==> config.mk <==
export PLATFORM = sky130hd
export DESIGN_NAME = wci_initiator
export DESIGN_NICKNAME = d
export VERILOG_FILES = /design/src/rtl/wci_initiator_pkg.sv /design/src/rtl/wci_initiator.sv
export SDC_FILE = /design/constraint.sdc
export NUM_CORES = 1
export LEC_CHECK = 0
export CAP_MARGIN = 20
export CORE_AREA = 2 2 154 111
export DETAILED_ROUTE_END_ITERATION = 6
export DIE_AREA = 0 0 156 113
export GPL_TIMING_DRIVEN = 0
export MAX_ROUTING_LAYER = met4
export PLACE_DENSITY_LB_ADDON = 0.1
export SLEW_MARGIN = 30
export SYNTH_ARGS = -nofsm -noshare
export SYNTH_HDL_FRONTEND = slang
export SYNTH_SLANG_ARGS = --single-unit
export TNS_END_PERCENT = 5
==> constraint.sdc <==
create_clock -name clk -period 2.4 [get_ports clk]
set_input_delay 0.24 -clock clk [delete_from_list [all_inputs] [get_ports clk]]
set_output_delay 0.24 -clock clk [all_outputs]
set_load 0.03 [all_outputs]
==> src/rtl/wci_initiator_pkg.sv <==
// wci_initiator_pkg: shared WCI command/response encodings, field offsets and initiator states.
package wci_initiator_pkg;

    typedef enum logic [2:0] {
        MCMD_IDLE = 3'b000,
        MCMD_WR   = 3'b001,
        MCMD_RD   = 3'b010
    } mcmd_e;

    typedef enum logic [1:0] {
        SRESP_NULL = 2'b00,
        SRESP_DVA  = 2'b01,
        SRESP_FAIL = 2'b10,
        SRESP_ERR  = 2'b11
    } sresp_e;

    typedef enum logic [1:0] {
        CODE_DVA     = 2'b00,
        CODE_FAIL    = 2'b01,
        CODE_ERR     = 2'b10,
        CODE_TIMEOUT = 2'b11
    } code_e;

    typedef enum logic [2:0] {
        ST_IDLE,
        ST_ARB,
        ST_ISSUE,
        ST_WAIT,
        ST_RESP
    } state_e;

    localparam int REQ_W      = 60;
    localparam int RESP_W     = 34;
    localparam int MCMD_LSB   = 57;
    localparam int SPACE_BIT  = 56;
    localparam int BYTEEN_LSB = 52;
    localparam int ADDR_LSB   = 32;
    localparam int SRESP_LSB  = 32;

    // Non-NULL SResp values map onto host codes one step below their wire encoding.
    function automatic code_e sresp_to_code(input sresp_e r);
        return code_e'(r - 2'd1);
    endfunction

endpackage

==> src/rtl/wci_initiator.sv <==
// wci_initiator: single-outstanding WCI master bridging a host request/completion port to a worker.
module wci_initiator
    import wci_initiator_pkg::*;
#(
    parameter int unsigned TIMEOUT = 1024
) (
    input  logic              clk,
    input  logic              rst_n,
    input  logic              host_req_valid,
    output logic              host_req_ready,
    input  logic              host_req_write,
    input  logic              host_req_space,
    input  logic [3:0]        host_req_byteen,
    input  logic [19:0]       host_req_addr,
    input  logic [31:0]       host_req_data,
    output logic              host_resp_valid,
    input  logic              host_resp_ready,
    output logic [1:0]        host_resp_code,
    output logic [31:0]       host_resp_data,
    output logic              timeout_sticky,
    input  logic              host_clear,
    output logic [REQ_W-1:0]  wci_m_req,
    input  logic [RESP_W-1:0] wci_m_resp,
    input  logic              wci_m_SThreadBusy,
    input  logic [1:0]        wci_m_SFlag,
    output logic [1:0]        sflag_q,
    output logic [1:0]        wci_m_MFlag
);

    state_e      state, state_nx;
    logic        req_write, req_space;
    logic [3:0]  req_byteen;
    logic [19:0] req_addr;
    logic [31:0] req_data;
    logic [15:0] cnt;
    logic        accept, capture, expire;
    sresp_e      sresp;

    assign sresp       = sresp_e'(wci_m_resp[SRESP_LSB +: 2]);
    assign wci_m_MFlag = 2'b00;

    always_comb begin
        state_nx        = state;
        accept          = 1'b0;
        capture         = 1'b0;
        expire          = 1'b0;
        host_req_ready  = state == ST_IDLE;
        host_resp_valid = state == ST_RESP;
        wci_m_req       = '0;
        case (state)
            ST_IDLE: begin
                accept   = host_req_valid;
                state_nx = host_req_valid ? ST_ARB : ST_IDLE;
            end
            ST_ARB:   state_nx = wci_m_SThreadBusy ? ST_ARB : ST_ISSUE;
            ST_ISSUE: begin
                wci_m_req = {req_write ? MCMD_WR : MCMD_RD, req_space, req_byteen, req_addr, req_data};
                state_nx  = ST_WAIT;
            end
            ST_WAIT: begin
                capture  = sresp != SRESP_NULL;
                expire   = !capture && cnt == 16'(TIMEOUT - 1);
                state_nx = (capture || expire) ? ST_RESP : ST_WAIT;
            end
            ST_RESP:  state_nx = host_resp_ready ? ST_IDLE : ST_RESP;
            default:  state_nx = ST_IDLE;
        endcase
    end

    always_ff @(posedge clk or negedge rst_n) begin
        if (!rst_n) begin
            state          <= ST_IDLE;
            req_write      <= 1'b0;
            req_space      <= 1'b0;
            req_byteen     <= '0;
            req_addr       <= '0;
            req_data       <= '0;
            cnt            <= '0;
            host_resp_code <= CODE_DVA;
            host_resp_data <= '0;
            timeout_sticky <= 1'b0;
            sflag_q        <= '0;
        end else begin
            state   <= state_nx;
            sflag_q <= wci_m_SFlag;
            cnt     <= (state == ST_WAIT) ? cnt + 16'd1 : '0;
            if (accept) begin
                req_write  <= host_req_write;
                req_space  <= host_req_space;
                req_byteen <= host_req_byteen;
                req_addr   <= host_req_addr;
                req_data   <= host_req_data;
            end
            if (capture) begin
                host_resp_code <= sresp_to_code(sresp);
                host_resp_data <= wci_m_resp[31:0];
            end else if (expire) begin
                host_resp_code <= CODE_TIMEOUT;
                host_resp_data <= '0;
            end
            // A timeout in the same cycle as host_clear keeps the flag set.
            timeout_sticky <= expire | (timeout_sticky & ~host_clear);
        end
    end

endmodule

==> summary.md <==
| Metric | Value |
|---|---|
| Yosys top cell area share | `51.5%` |
| WL per Instance | `16.3 um` |
| Post-layout min period | `2.35 ns` |
| Most frequent cell after synthesis | `dfrtp_1` |
| Critical-path top delay cell | `dfrtp_1` |
| Leak | `between 3 and 4 nW` |
| Worst slew margin | `65.9%` |
| Clock Tree Root | `clkbuf_16` |
| Max frequency | `0.425 GHz` |
| Pre-Repair DR Iteration Count | `5` |
| CTS tree | `yes` |
| Core area | `16,100 sq um` |
| Yosys warns | `0` |
| Unrepaired setup endpoints after global routing | `yes` |
| Final Skew | `approximately 0.015 ns` |
| Peak supply drop | `between 600 and 700 uV` |
| PwrDens | `1240 nW/um^2` |
| P&R area growth vs syn | `50.4%` |
| Hold Crit Depth | `1` |
| GPL Wtd Cong | `0.775` |
| Multi-input logic area | `2460 sq um` |
| Cells along the critical path | `buf_2, nor3b_4, buf_4, clkbuf_1, and2_1, clkdlybuf4s15_2` |
| R2R cell count | `6` |
| Reg area | `roughly 2900 sq um` |
| Delay of the slowest critical-path stage | `approximately 0.34 ns` |
| Worst reg2reg setup slack | `0.42 ns` |
| Crit end category | `output pin` |
| Die height | `113 um` |
| Final setup vio count | `0` |
| Dpl cells | `about 900` |
| Largest area contributor in the netlist | `dfrtp_1` |
| Crit path max fanout | `10` |
| Synth Instances | `between 400 and 500` |
| Final ANT Viol Nets | `0` |
| Met1 Use GR | `a little under a quarter` |
| Clock latency on the worst-skew pair | `0.42 ns` |
| Top cells by area, synth | `dfrtp_1, mux2_2, and2_1` |
| Ports | `201` |
| Pre-CTS setup slack | `-0.429 ns` |
| WP data arrival | `2.11 ns` |
| DRT Wirelength | `15,200 um` |
| Post-Route Utilization | `about 52%` |
| Met3 Resource Use GR | `5.59%` |
| DR vias | `4,495` |
| Critical path startpoint category | `flop` |
| Post-synthesis sequential area ratio | `51.5%` |
| Synth async-reset ratio | `100%` |
| Prevailing post-synth register cell | `dfrtp_1` |
| Worst Setup SP | `state[1]` |
| Die ar. | `roughly 18,000 sq um` |
| Via density | `around 4.8` |
| Number of global-route vias before repair | `4,770` |
| Initial core utilization | `34.5%` |
| Ant. Diodes | `0` |
| Gr ovfl total | `0` |
| Hold Path Class | `in2reg` |
| CTS max path bufs | `2` |
| Met2 Usage GRT | `29.0%` |
| Fill cells | `1,424` |
| Final Hold Fails | `0` |
| Layer with the highest usage | `met2` |
| Cell area after synthesis | `~5500 sq um` |
| Data required, critical path | `2.16 ns` |
| CP Capture Point | `wci_m_req[37]` |
| Post-synth cell types | `43` |
| Chip Width | `156 um` |
| Most frequent cells after synthesis | `dfrtp_1, nand2_1, and2_1, mux2_2, nand3b_1` |
| Setup CP Type | `reg2out` |
| IO buf count | `197` |
| Fin cells | `936` |
| Period Utilization, post-route | `between 90% and 100%` |
| Worst-Margin Slew | `between 0.5 and 0.6 ns` |
| Register clock-pin slew on the reported worst setup and hold paths | `~0.050 ns` |
| Clock tree sinks | `around 110` |
| Detailed Place HPWL | `11,200 um` |
| Seq cells post-synth | `about 110` |
| Final nets | `820` |
| Largest net degree at the start of global routing | `74` |
| H-Tree Depth | `4` |
| Placement row count | `39` |
| DRC viols | `0` |
| Reg-to-Reg End | `host_resp_data[20]` |
| Slew Limit Fails | `0` |
| First-pass GRT wire length | `~25,000 um` |
| Max-cap viol count | `0` |
| Initial antenna violation count | `0` |
| Setup ws final | `0.0480 ns` |
| Share of cells above drive strength 1 | `26.1%` |
| Total GRT Usage | `18.8%` |
| Outcome | `finished, final reports clean` |
| Number of synthesized flops with an enable pin | `0` |
| Initial DRC count | `260` |
| Total CTS buffers | `17` |
| Mapped Avg Cell Area | `11.2 sq um` |
| RR Startpoint | `cnt[0]` |
## layout make-up
type | count | share of cell area, %
Inverter | 7 | 0.315
Clock inverter | 14 | 2.13
Tap cell | 205 | 3.08
Sequential cell | 114 | 34.2
Clock buffer | 18 | 5.27
Timing Repair Buffer | 201 | 22.8
Multi-Input combinational cell | 337 | 29.6
Buffer | 40 | 2.66
## registers in the layout, summed over array words and instances, names as in the netlist
register	count
cnt	16
host_resp_code	2
host_resp_data	32
req_addr	20
req_byteen	4
req_data	32
req_space	1
req_write	1
sflag_q	2
state	3
timeout_sticky	1
## critical path, delay by kind of cell, from the launching register on
family | cells | cell delay, ns
flops | 1 | 0.34
buf+inv | 4 | 0.93
simple gates | 2 | 0.45
## power breakdown
group	switching, mW	internal, mW	total (mW)
registers	0.441	2.72	3.16
logic	2.50	2.03	4.53
clock network	0.954	1.67	2.63
## layer usage
layer	vias to the layer above	wire length, um
li1	2156	-
met1	2188	6720
met2	138	7250
met3	13	1010
met4	0	238
met5	-	0
## per-stage QoR
| step | power, mW | hold WS, ns | setup TNS (ns) | cell area (sq um) |
|---|---|---|---|---|
| floorplan | 6.07 | -0.0556 | 0 | 5550 |
| global placement | 7.79 | 0.476 | -403.32 | 7780 |
| detailed placement | 7.94 | 0.153 | -5.91 | 7810 |
| CTS | 10.5 | 0.271 | 0 | 8440 |
| global route | 11.0 | 0.276 | -2.84 | 8340 |
| finish | 10.3 | 0.290 | 0 | 8340 |
## cells in the final DEF (no fill, tap or decap), types with 4 or more instances in the layout
cell,count
and2_1,60
o211ai_1,12
inv_1,7
a21oi_1,7
dlygate4sd2_1,7
dfrtp_1,114
mux2i_1,5
mux2_2,58
or4_1,4
clkinvlp_4,4
buf_2,8
nand3b_1,36
clkdlybuf4s15_2,20
buf_4,8
clkbuf_2,34
nand3_1,5
nand2b_1,8
clkbuf_1,13
clkbuf_16,17
nor4_1,5
nand2_1,74
clkdlybuf4s50_1,136
o211ai_2,20
o31ai_1,4
nand4_1,4
nor2_1,5
buf_1,5
## timing repair
| item | 4_1_cts | 5_1_grt |
|---|---|---|
| gates resized for setup | 106 | 63 |
| hold buffers | 1 | 0 |
| endpoints found under the setup margin | 59 | 53 |
| hold endpoints to repair | 41 | 0 |
| buffers inserted | 2 | 0 |
## worst min path at each step
| stage | from | endpoint | slack [ns] |
|---|---|---|---|
| 6_report | wci_m_SFlag[0] | sflag_q[0] | 0.29 |
| 3_5_place_dp | rst_n | host_resp_data[31] | 0.15 |
| 4_1_cts | wci_m_SFlag[0] | sflag_q[0] | 0.27 |
| 2_1_floorplan | rst_n | cnt[0] | -0.06 |
| 5_1_grt | wci_m_SFlag[1] | sflag_q[1] | 0.28 |
| 3_3_place_gp | timeout_sticky | timeout_sticky | 0.48 |
## cell families (layout without fill, tap and decap cells)
logic type / after synthesis / after routing / share of synthesized area [%]
adder cells (fa/ha/maj): 2 / 2 / 0.451
AO/OA/AOI/OAI: 52 / 52 / 8.60
XOR/XNOR: 3 / 3 / 0.474
flip-flops: 114 / 114 / 51.5
multiplexers: 63 / 63 / 12.7
buffers and inverters: 47 / 280 / 4.31
other: 1 / 3 / 0.0677
AND/OR/NAND/NOR: 214 / 214 / 21.9
(Power assumes the default switching activity.)
